<file path="config.mk">
export PLATFORM = sky130hd
export DESIGN_NAME = div_iterative
export DESIGN_NICKNAME = d
export VERILOG_FILES = /design/src/rtl/div_iterative_pkg.sv /design/src/rtl/div_iterative_addsub.sv /design/src/rtl/div_iterative.sv
export SDC_FILE = /design/constraint.sdc
export NUM_CORES = 1
export LEC_CHECK = 0
export CAP_MARGIN = 0
export CELL_PAD_IN_SITES_DETAIL_PLACEMENT = 0
export CELL_PAD_IN_SITES_GLOBAL_PLACEMENT = 2
export CORE_MARGIN = 1.5
export CORE_UTILIZATION = 30
export CTS_CLUSTER_SIZE = 25
export DETAILED_ROUTE_END_ITERATION = 12
export HOLD_SLACK_MARGIN = 0.02
export PLACE_DENSITY_LB_ADDON = 0.1
export SETUP_SLACK_MARGIN = 0.4
export SLEW_MARGIN = 10
export SYNTH_ARGS = -nofsm -noshare
export SYNTH_HDL_FRONTEND = slang
export SYNTH_SLANG_ARGS = --single-unit
</file>
<file path="constraint.sdc">
create_clock -name clk -period 9.03 [get_ports clk]
set_input_delay 0.903 -clock clk [delete_from_list [all_inputs] [get_ports clk]]
set_output_delay 0.903 -clock clk [all_outputs]
set_load 0.005 [all_outputs]
</file>
<file path="src/rtl/div_iterative_pkg.sv">
// rtl/div_iterative_pkg.sv - shared op codes, state encoding and negate helper for div_iterative
package div_iterative_pkg;

    localparam int XW = 32;

    localparam logic [1:0] OP_DIV  = 2'b00;
    localparam logic [1:0] OP_DIVU = 2'b01;
    localparam logic [1:0] OP_REM  = 2'b10;
    localparam logic [1:0] OP_REMU = 2'b11;

    localparam logic [XW-1:0] XMIN = {1'b1, {(XW-1){1'b0}}};

    typedef enum logic [1:0] {
        S_IDLE = 2'd0,
        S_CALC = 2'd1,
        S_FIX  = 2'd2
    } state_t;

    function automatic logic [XW-1:0] negate(input logic [XW-1:0] x);
        return ~x + XW'(1);
    endfunction

endpackage

</file>
<file path="src/rtl/div_iterative_addsub.sv">
// rtl/div_iterative_addsub.sv - 32-bit adder/subtractor mapped onto a DSP slice
module div_iterative_addsub (
    input  logic [31:0] i_a,
    input  logic [31:0] i_b,
    input  logic        i_addsubin,
    output logic [31:0] o_sum
);

    logic [31:0] w_b_eff;

    assign w_b_eff = i_addsubin ? ~i_b : i_b;
    assign o_sum   = i_a + w_b_eff + {31'd0, i_addsubin};

endmodule

</file>
<file path="src/rtl/div_iterative.sv">
// rtl/div_iterative.sv - RV32M restoring divider, one quotient bit per cycle
module div_iterative
    import div_iterative_pkg::*;
#(
    parameter int XLEN      = 32,
    parameter bit EARLY_OUT = 1'b1
) (
    input  logic            clk,
    input  logic            rst_n,
    input  logic            start,
    input  logic [1:0]      op,
    input  logic [XLEN-1:0] dividend,
    input  logic [XLEN-1:0] divisor,
    output logic            busy,
    output logic            done,
    output logic [XLEN-1:0] result
);

    state_t          r_state;
    state_t          w_next_state;
    logic [4:0]      r_cnt;
    logic [XLEN-1:0] r_rem;
    logic [XLEN-1:0] r_q;
    logic [XLEN-1:0] r_dvs;
    logic            r_is_rem;
    logic            r_neg_q;
    logic            r_neg_r;
    logic            r_done;
    logic [XLEN-1:0] r_result;

    logic            w_signed;
    logic            w_a_neg;
    logic            w_b_neg;
    logic [XLEN-1:0] w_a_abs;
    logic [XLEN-1:0] w_b_abs;
    logic            w_div0;
    logic            w_ovf;
    logic            w_early;
    logic [XLEN-1:0] w_s;
    logic [XLEN-1:0] w_d;
    logic            w_borrow;
    logic            w_ge;
    logic [XLEN-1:0] w_quot_fix;
    logic [XLEN-1:0] w_rem_fix;

    assign w_signed = ~op[0];
    assign w_a_neg  = w_signed & dividend[XLEN-1];
    assign w_b_neg  = w_signed & divisor[XLEN-1];
    assign w_a_abs  = w_a_neg ? negate(dividend) : dividend;
    assign w_b_abs  = w_b_neg ? negate(divisor)  : divisor;
    assign w_div0   = (divisor == '0);
    assign w_ovf    = w_signed & (dividend == XMIN) & (divisor == '1);
    assign w_early  = EARLY_OUT & (w_div0 | w_ovf);

    // Shifted partial remainder; its 33rd bit is r_rem[XLEN-1], folded into w_ge.
    assign w_s      = {r_rem[XLEN-2:0], r_q[XLEN-1]};
    assign w_borrow = (~w_s[XLEN-1] & r_dvs[XLEN-1]) |
                      (~(w_s[XLEN-1] ^ r_dvs[XLEN-1]) & w_d[XLEN-1]);
    assign w_ge     = r_rem[XLEN-1] | ~w_borrow;

    assign w_quot_fix = r_neg_q ? negate(r_q)   : r_q;
    assign w_rem_fix  = r_neg_r ? negate(r_rem) : r_rem;

    div_iterative_addsub u_addsub (
        .i_a        (w_s),
        .i_b        (r_dvs),
        .i_addsubin (1'b1),
        .o_sum      (w_d)
    );

    always_ff @(posedge clk or negedge rst_n) begin
        if (!rst_n) begin
            r_state <= S_IDLE;
        end else begin
            r_state <= w_next_state;
        end
    end

    always_comb begin
        w_next_state = r_state;
        case (r_state)
            S_IDLE:  if (start) w_next_state = w_early ? S_FIX : S_CALC;
            S_CALC:  if (r_cnt == 5'd0) w_next_state = S_FIX;
            S_FIX:   w_next_state = S_IDLE;
            default: w_next_state = S_IDLE;
        endcase
    end

    always_comb begin
        busy = (r_state == S_CALC) || (r_state == S_FIX);
    end

    always_ff @(posedge clk or negedge rst_n) begin
        if (!rst_n) begin
            r_cnt    <= 5'd0;
            r_rem    <= '0;
            r_q      <= '0;
            r_dvs    <= '0;
            r_is_rem <= 1'b0;
            r_neg_q  <= 1'b0;
            r_neg_r  <= 1'b0;
            r_done   <= 1'b0;
            r_result <= '0;
        end else begin
            r_done <= 1'b0;
            case (r_state)
                S_IDLE: begin
                    if (start) begin
                        r_is_rem <= op[1];
                        if (w_early) begin
                            // Preloaded values are final, so the sign fix is disabled.
                            r_neg_q <= 1'b0;
                            r_neg_r <= 1'b0;
                            r_q     <= w_div0 ? '1 : XMIN;
                            r_rem   <= w_div0 ? dividend : '0;
                            r_cnt   <= 5'd0;
                        end else begin
                            r_neg_q <= w_a_neg ^ w_b_neg;
                            r_neg_r <= w_a_neg;
                            r_q     <= w_a_abs;
                            r_dvs   <= w_b_abs;
                            r_rem   <= '0;
                            r_cnt   <= 5'd31;
                        end
                    end
                end
                S_CALC: begin
                    r_rem <= w_ge ? w_d : w_s;
                    r_q   <= {r_q[XLEN-2:0], w_ge};
                    r_cnt <= r_cnt - 5'd1;
                end
                S_FIX: begin
                    r_result <= r_is_rem ? w_rem_fix : w_quot_fix;
                    r_done   <= 1'b1;
                end
                default: ;
            endcase
        end
    end

    assign done   = r_done;
    assign result = r_result;

endmodule

</file>
# Word level (Yosys, flattened, before mapping)
# Cells that the tools add are included.
# classes
addsub	7
n_mul	0
div	0
order_cmp	0
eq_ne	6
shift	0
n_mux	24
n_bitwise	21
n_reduce_logical	9
# ops
op	count
two-way mux 32 bit	11
adder 32 x 1 -> 32 bit (second input constant)	5
NOT 32 bit	5
one-hot mux 32 bit (2 select lines)	2
== test 32 bit (second input constant)	2
adder 32 bit	1
zero test 32 bit	1
two-way mux 31 bit	1
two-way mux 5 bit	2
one-hot mux 5 bit (2 select lines)	1
bitwise AND 1 bit	6
two-way mux 2 bit	3
AND reduction 2 bit	3
zero test 5 bit	1
NOT 1 bit	5
subtractor 5 x 1 -> 5 bit (second input constant)	1
!= test 2 bit (second input constant)	2
one-hot mux 2 bit (2 select lines)	1
two-way mux 1 bit	3
bitwise OR 1 bit	3
AND reduction 3 bit	1
== test 2 x 1 -> 1 bit (second input constant)	1
== test 2 bit (second input constant)	1
zero test 2 bit	1
other kinds (3)	4
# word_totals
regBits	139
latch_bits	0
mem_bits_rw	0
rom_bits	0
inputBits	69
out_inout_bits	34
wordCells	77
memories	0

# Longest topological paths before layout
# depth
depth_word	9
ltp_mapped	19
mapped_depth_nobuf	17

# Cells and area by module
# From an unflattened synthesis, not the netlist that was laid out.
# hier_totals
cells_unflattened	1396
hier_area_um2	11671.2
# modules_own_cells
mod	n_inst	cells_each	area_each_um2	seq_area_each_um2
div_iterative	1	1091	9406.5	3478.3
div_iterative_addsub	1	305	2264.7	0.0

# Worst setup path before layout
# No wires, ideal clock.
# synth_path
kind	register to register
startpoint	reg r_rem[11]
endpoint	reg r_rem[6]
setup_time_ps	137
arrival_ps	4001
t_required_ps	8893
slack_ps	4892
stages_incl_launch_ff	18
path_buffers	3
period_less_slack_ps	4138
cell_sequence	dfrtp_1 ha_1 clkbuf_1 and4_1 and2_1 a22oi_1 o21ai_0 a311oi_1 o21ai_0 o2111ai_1 nand4b_1 fa_1 nor2_1 clkbuf_1 clkbuf_1 o21ai_0 a22oi_1 a21oi_1
# synth_between
elab_chain_cells	8
# synth_lines
element	line	text
start, declared	div_iterative.sv:22	logic [XLEN-1:0] r_rem;
start signal, assigned	div_iterative.sv:115	r_rem <= w_div0 ? dividend : '0;
start signal, assigned	div_iterative.sv:128	r_rem <= w_ge ? w_d : w_s;
adder 32 bit	div_iterative_addsub.sv:12	assign o_sum = i_a + w_b_eff + {31'd0, i_addsubin};
adder 32 x 1 -> 32 bit	div_iterative_addsub.sv:12	
bitwise AND 1 bit	div_iterative.sv:58	(~(w_s[XLEN-1] ^ r_dvs[XLEN-1]) & w_d[XLEN-1]);
bitwise OR 1 bit	div_iterative.sv:57	assign w_borrow = (~w_s[XLEN-1] & r_dvs[XLEN-1]) |
NOT 1 bit	div_iterative.sv:59	assign w_ge = r_rem[XLEN-1] | ~w_borrow;
bitwise OR 1 bit	div_iterative.sv:59	
two-way mux 32 bit	div_iterative.sv:128	
one-hot mux 32 bit (2 select lines)	div_iterative.sv:106	case (r_state)
# Every way passes these cells.
# A chain may end at the register's enable or synchronous reset.

# Worst setup path in the final report
# layout_path
startpoint	reg r_rem[5]
endpoint	reg r_rem[21]
# layout_between
elab_chain_cells	8
# layout_lines
element	line
adder 32 bit (*)	div_iterative_addsub.sv:12
adder 32 x 1 -> 32 bit (*)	div_iterative_addsub.sv:12
bitwise AND 1 bit	div_iterative.sv:58
bitwise OR 1 bit	div_iterative.sv:57
NOT 1 bit	div_iterative.sv:59
bitwise OR 1 bit	div_iterative.sv:59
two-way mux 32 bit (*)	div_iterative.sv:128
one-hot mux 32 bit (2 select lines) (*)	div_iterative.sv:106
# Every way passes the cells marked *; elsewhere a longest branch is shown, timed or not.

==> run metrics <==
setup TNS=0 ns; # placed instances=1,860; RSZ-0062 raised after global routing=no; Hold Fails Final Rpt=0; slowest CP cell=nor2_1; CP Buf/Inv Count=0; Req. time, crit path=9.29 ns; Slew Limit Fails=0; Leak Pwr=5.06 nW; remaining global-route overflow=0; H-Tree Level Count=4; clk sinks=139; die width=193 um; Initial DRT Pass Iterations=5; Setup CP Type=flop to flop; status=finished, final reports clean; R2R depth=15; Tot GR Track Use=0.200; final antenna-violating net count=0; mapped cell area=10,900 sq um; final instance area=13,000 sq um; final weighted congestion in routability-driven placement=0.839; Iteration-0 DRC Markers=549; CP Depth=15; total vias in the final route=9,880; num ports=103; crit path max fanout=20; Synth Net Count=1,472; DIE AREA=37,300 sq um; most used cells in the layout excluding fill and tap cells=nand2_1 (160), o21ai_0 (146), dfrtp_1 (139); Post-synth EDFFs=0; clock skew=0.00888 ns; Die Y=193 um; hold crit path type=input pin to asynchronous set/reset pin; initial antenna violation count=0; Yosys warning count=0; hpwl dp=28.5 mm; PwrDens=381 nW/um^2; nets=1,530; Tmin final=5.29 ns; Worst path most repeated cell=o21ai_0; CP Launch Type=flop; FF+latch count, synth=139; number of remaining DRC errors=0; CTS Buffer Depth=2; Max-Cap Viols=0; r2r endpoint=r_rem[21]; CTS buffer count=17; Area Overhead vs Synth=19.4%; clock-pin slew on the worst setup and hold paths=0.06 ns; Non-Filler Instances=1,892; vias per cell=5.22; sequential area share after synthesis=0.320; Top delay family on crit path=compound AO/OA/AOI/OAI gates; I/O Buffers=102; crit-path max cell delay=0.59 ns; final worst slack=3.74 ns; Root Driver=clkbuf_16; initial core utilization=0.305; Least-Margin Pin Slew=1.08 ns; Post-synth ARST share=1.00; Diodes inserted=0; Hold Buf Count CTS=0; post-CTS sizing=0; worst path cell trace=ha_1 > a21oi_1 > nand2_1 > o21ai_0 > o21ai_0 > a311oi_1 > o21ai_0 > o2111ai_1 > nand4b_1 > fa_1 > or2_2 > nor2_1 > a221oi_1 > a21oi_1 > a41oi_1; reg2reg start=r_rem[5]; Mapped Avg Cell Area=7.98 sq um; Syn Inst Count=1,360; Post CTS Setup Buffer Count=0; leading cell type in the layout, fill and taps excluded=nand2_1; Top FF cell, synth=dfrtp_1; Fmax=189 MHz; R2R Setup Slk=3.74 ns; core area=35,600 sq um; synth unique cells=72; total wire length=37.1 mm; Slew HR=0.280; setup violators final=0; ratio of cells with drive above 1 in the final layout=0.0615; Final Cycle Share=0.585; largest net degree at the start of global routing=80; clk_lat worst skew=0.43 ns; CP endpoint kind=flop; VDD IR max=0.000178 V; Rows=69; hold_ws=0.504 ns; first-pass GRT wire length=58.3 mm; mean routed wirelength per cell=19.6 um; CTS tree=yes; vias in the first global route=9,666; worst path arrival time=5.54 ns; placed cell areas=12,300 sq um; Placement Setup Slack=3.76 ns
## state kept, by name, summed over array words and instances, names as in the netlist
signal,flops
r_neg_r,1
r_dvs,32
r_state,2
r_neg_q,1
done,1
r_q,32
r_is_rem,1
r_cnt,5
result,32
r_rem,32
## layer usage
layer	part of all wire	routed length, um	GRT usage
met2	0.45	16600	0.314
met4	0.017	646	0.0551
met5	0	0	0
met3	0.029	1080	0.0235
met1	0.51	18800	0.290
## synthesized netlist by cell type, types with 9 or more instances
master / count / area share
inv_1: 70 / 0.024
nor4_1: 11 / 0.0063
o41ai_1: 17 / 0.014
a221oi_1: 14 / 0.011
ha_1: 41 / 0.047
a21o_1: 12 / 0.0083
o221ai_1: 9 / 0.0073
or4_1: 13 / 0.0090
o21ai_0: 146 / 0.067
nand4_1: 14 / 0.0081
nor2_1: 98 / 0.034
clkbuf_1: 71 / 0.025
dfrtp_1: 139 / 0.32
a31oi_1: 18 / 0.010
nand2_1: 160 / 0.055
a21oi_1: 102 / 0.047
o31ai_1: 29 / 0.020
xnor2_1: 70 / 0.056
mux2_2: 12 / 0.012
nand3_1: 31 / 0.014
or3_1: 11 / 0.0063
nand2b_1: 25 / 0.014
xor2_1: 65 / 0.052
o211ai_1: 26 / 0.018
a22oi_1: 11 / 0.0076
nor2b_1: 9 / 0.0052
nor3_1: 22 / 0.010
## per-stage QoR
step                utilization  power, mW
finish                    0.364       4.93
global route              0.364       5.39
CTS                       0.364       4.97
detailed placement        0.347       4.18
global placement          0.347       4.18
floorplan                     -       3.22
## layout make-up
| type | count | area, sq um |
|---|---|---|
| Fill cell | 3775 | 22600 |
| Multi-Input combinational cell | 1072 | 6870 |
| Sequential cell | 139 | 3480 |
| Timing Repair Buffer | 118 | 1140 |
| Tap cell | 461 | 577 |
| Clock buffer | 18 | 439 |
| Inverter | 70 | 263 |
| Clock inverter | 14 | 194 |
## where the power goes
group | switching [mW] | total [mW] | internal [mW]
Clock | 0.295 | 0.765 | 0.470
Sequential | 0.347 | 1.27 | 0.920
Combinational | 1.72 | 2.90 | 1.18
Total | 2.36 | 4.93 | 2.57
## worst max path at each step
stage                     slack [ns]        end      start
after CTS                       3.73  r_rem[21]   r_rem[5]
after detailed placement        3.76  r_rem[21]   r_rem[5]
after floorplan                 4.89   r_rem[6]  r_rem[11]
after global routing            3.35  r_rem[21]   r_rem[5]
after global placement          3.80  r_rem[21]   r_rem[5]
final                           3.74  r_rem[21]   r_rem[5]
## cells by family after synthesis
logic type / count (synthesis) / synth area share
fa+ha+maj: 43 / 0.0510
xor+xnor: 135 / 0.109
simple gates: 435 / 0.195
compound gates: 440 / 0.254
flops: 139 / 0.320
mux: 19 / 0.0189
buf+inv: 149 / 0.0516
Power figures use the tool's default switching activity.
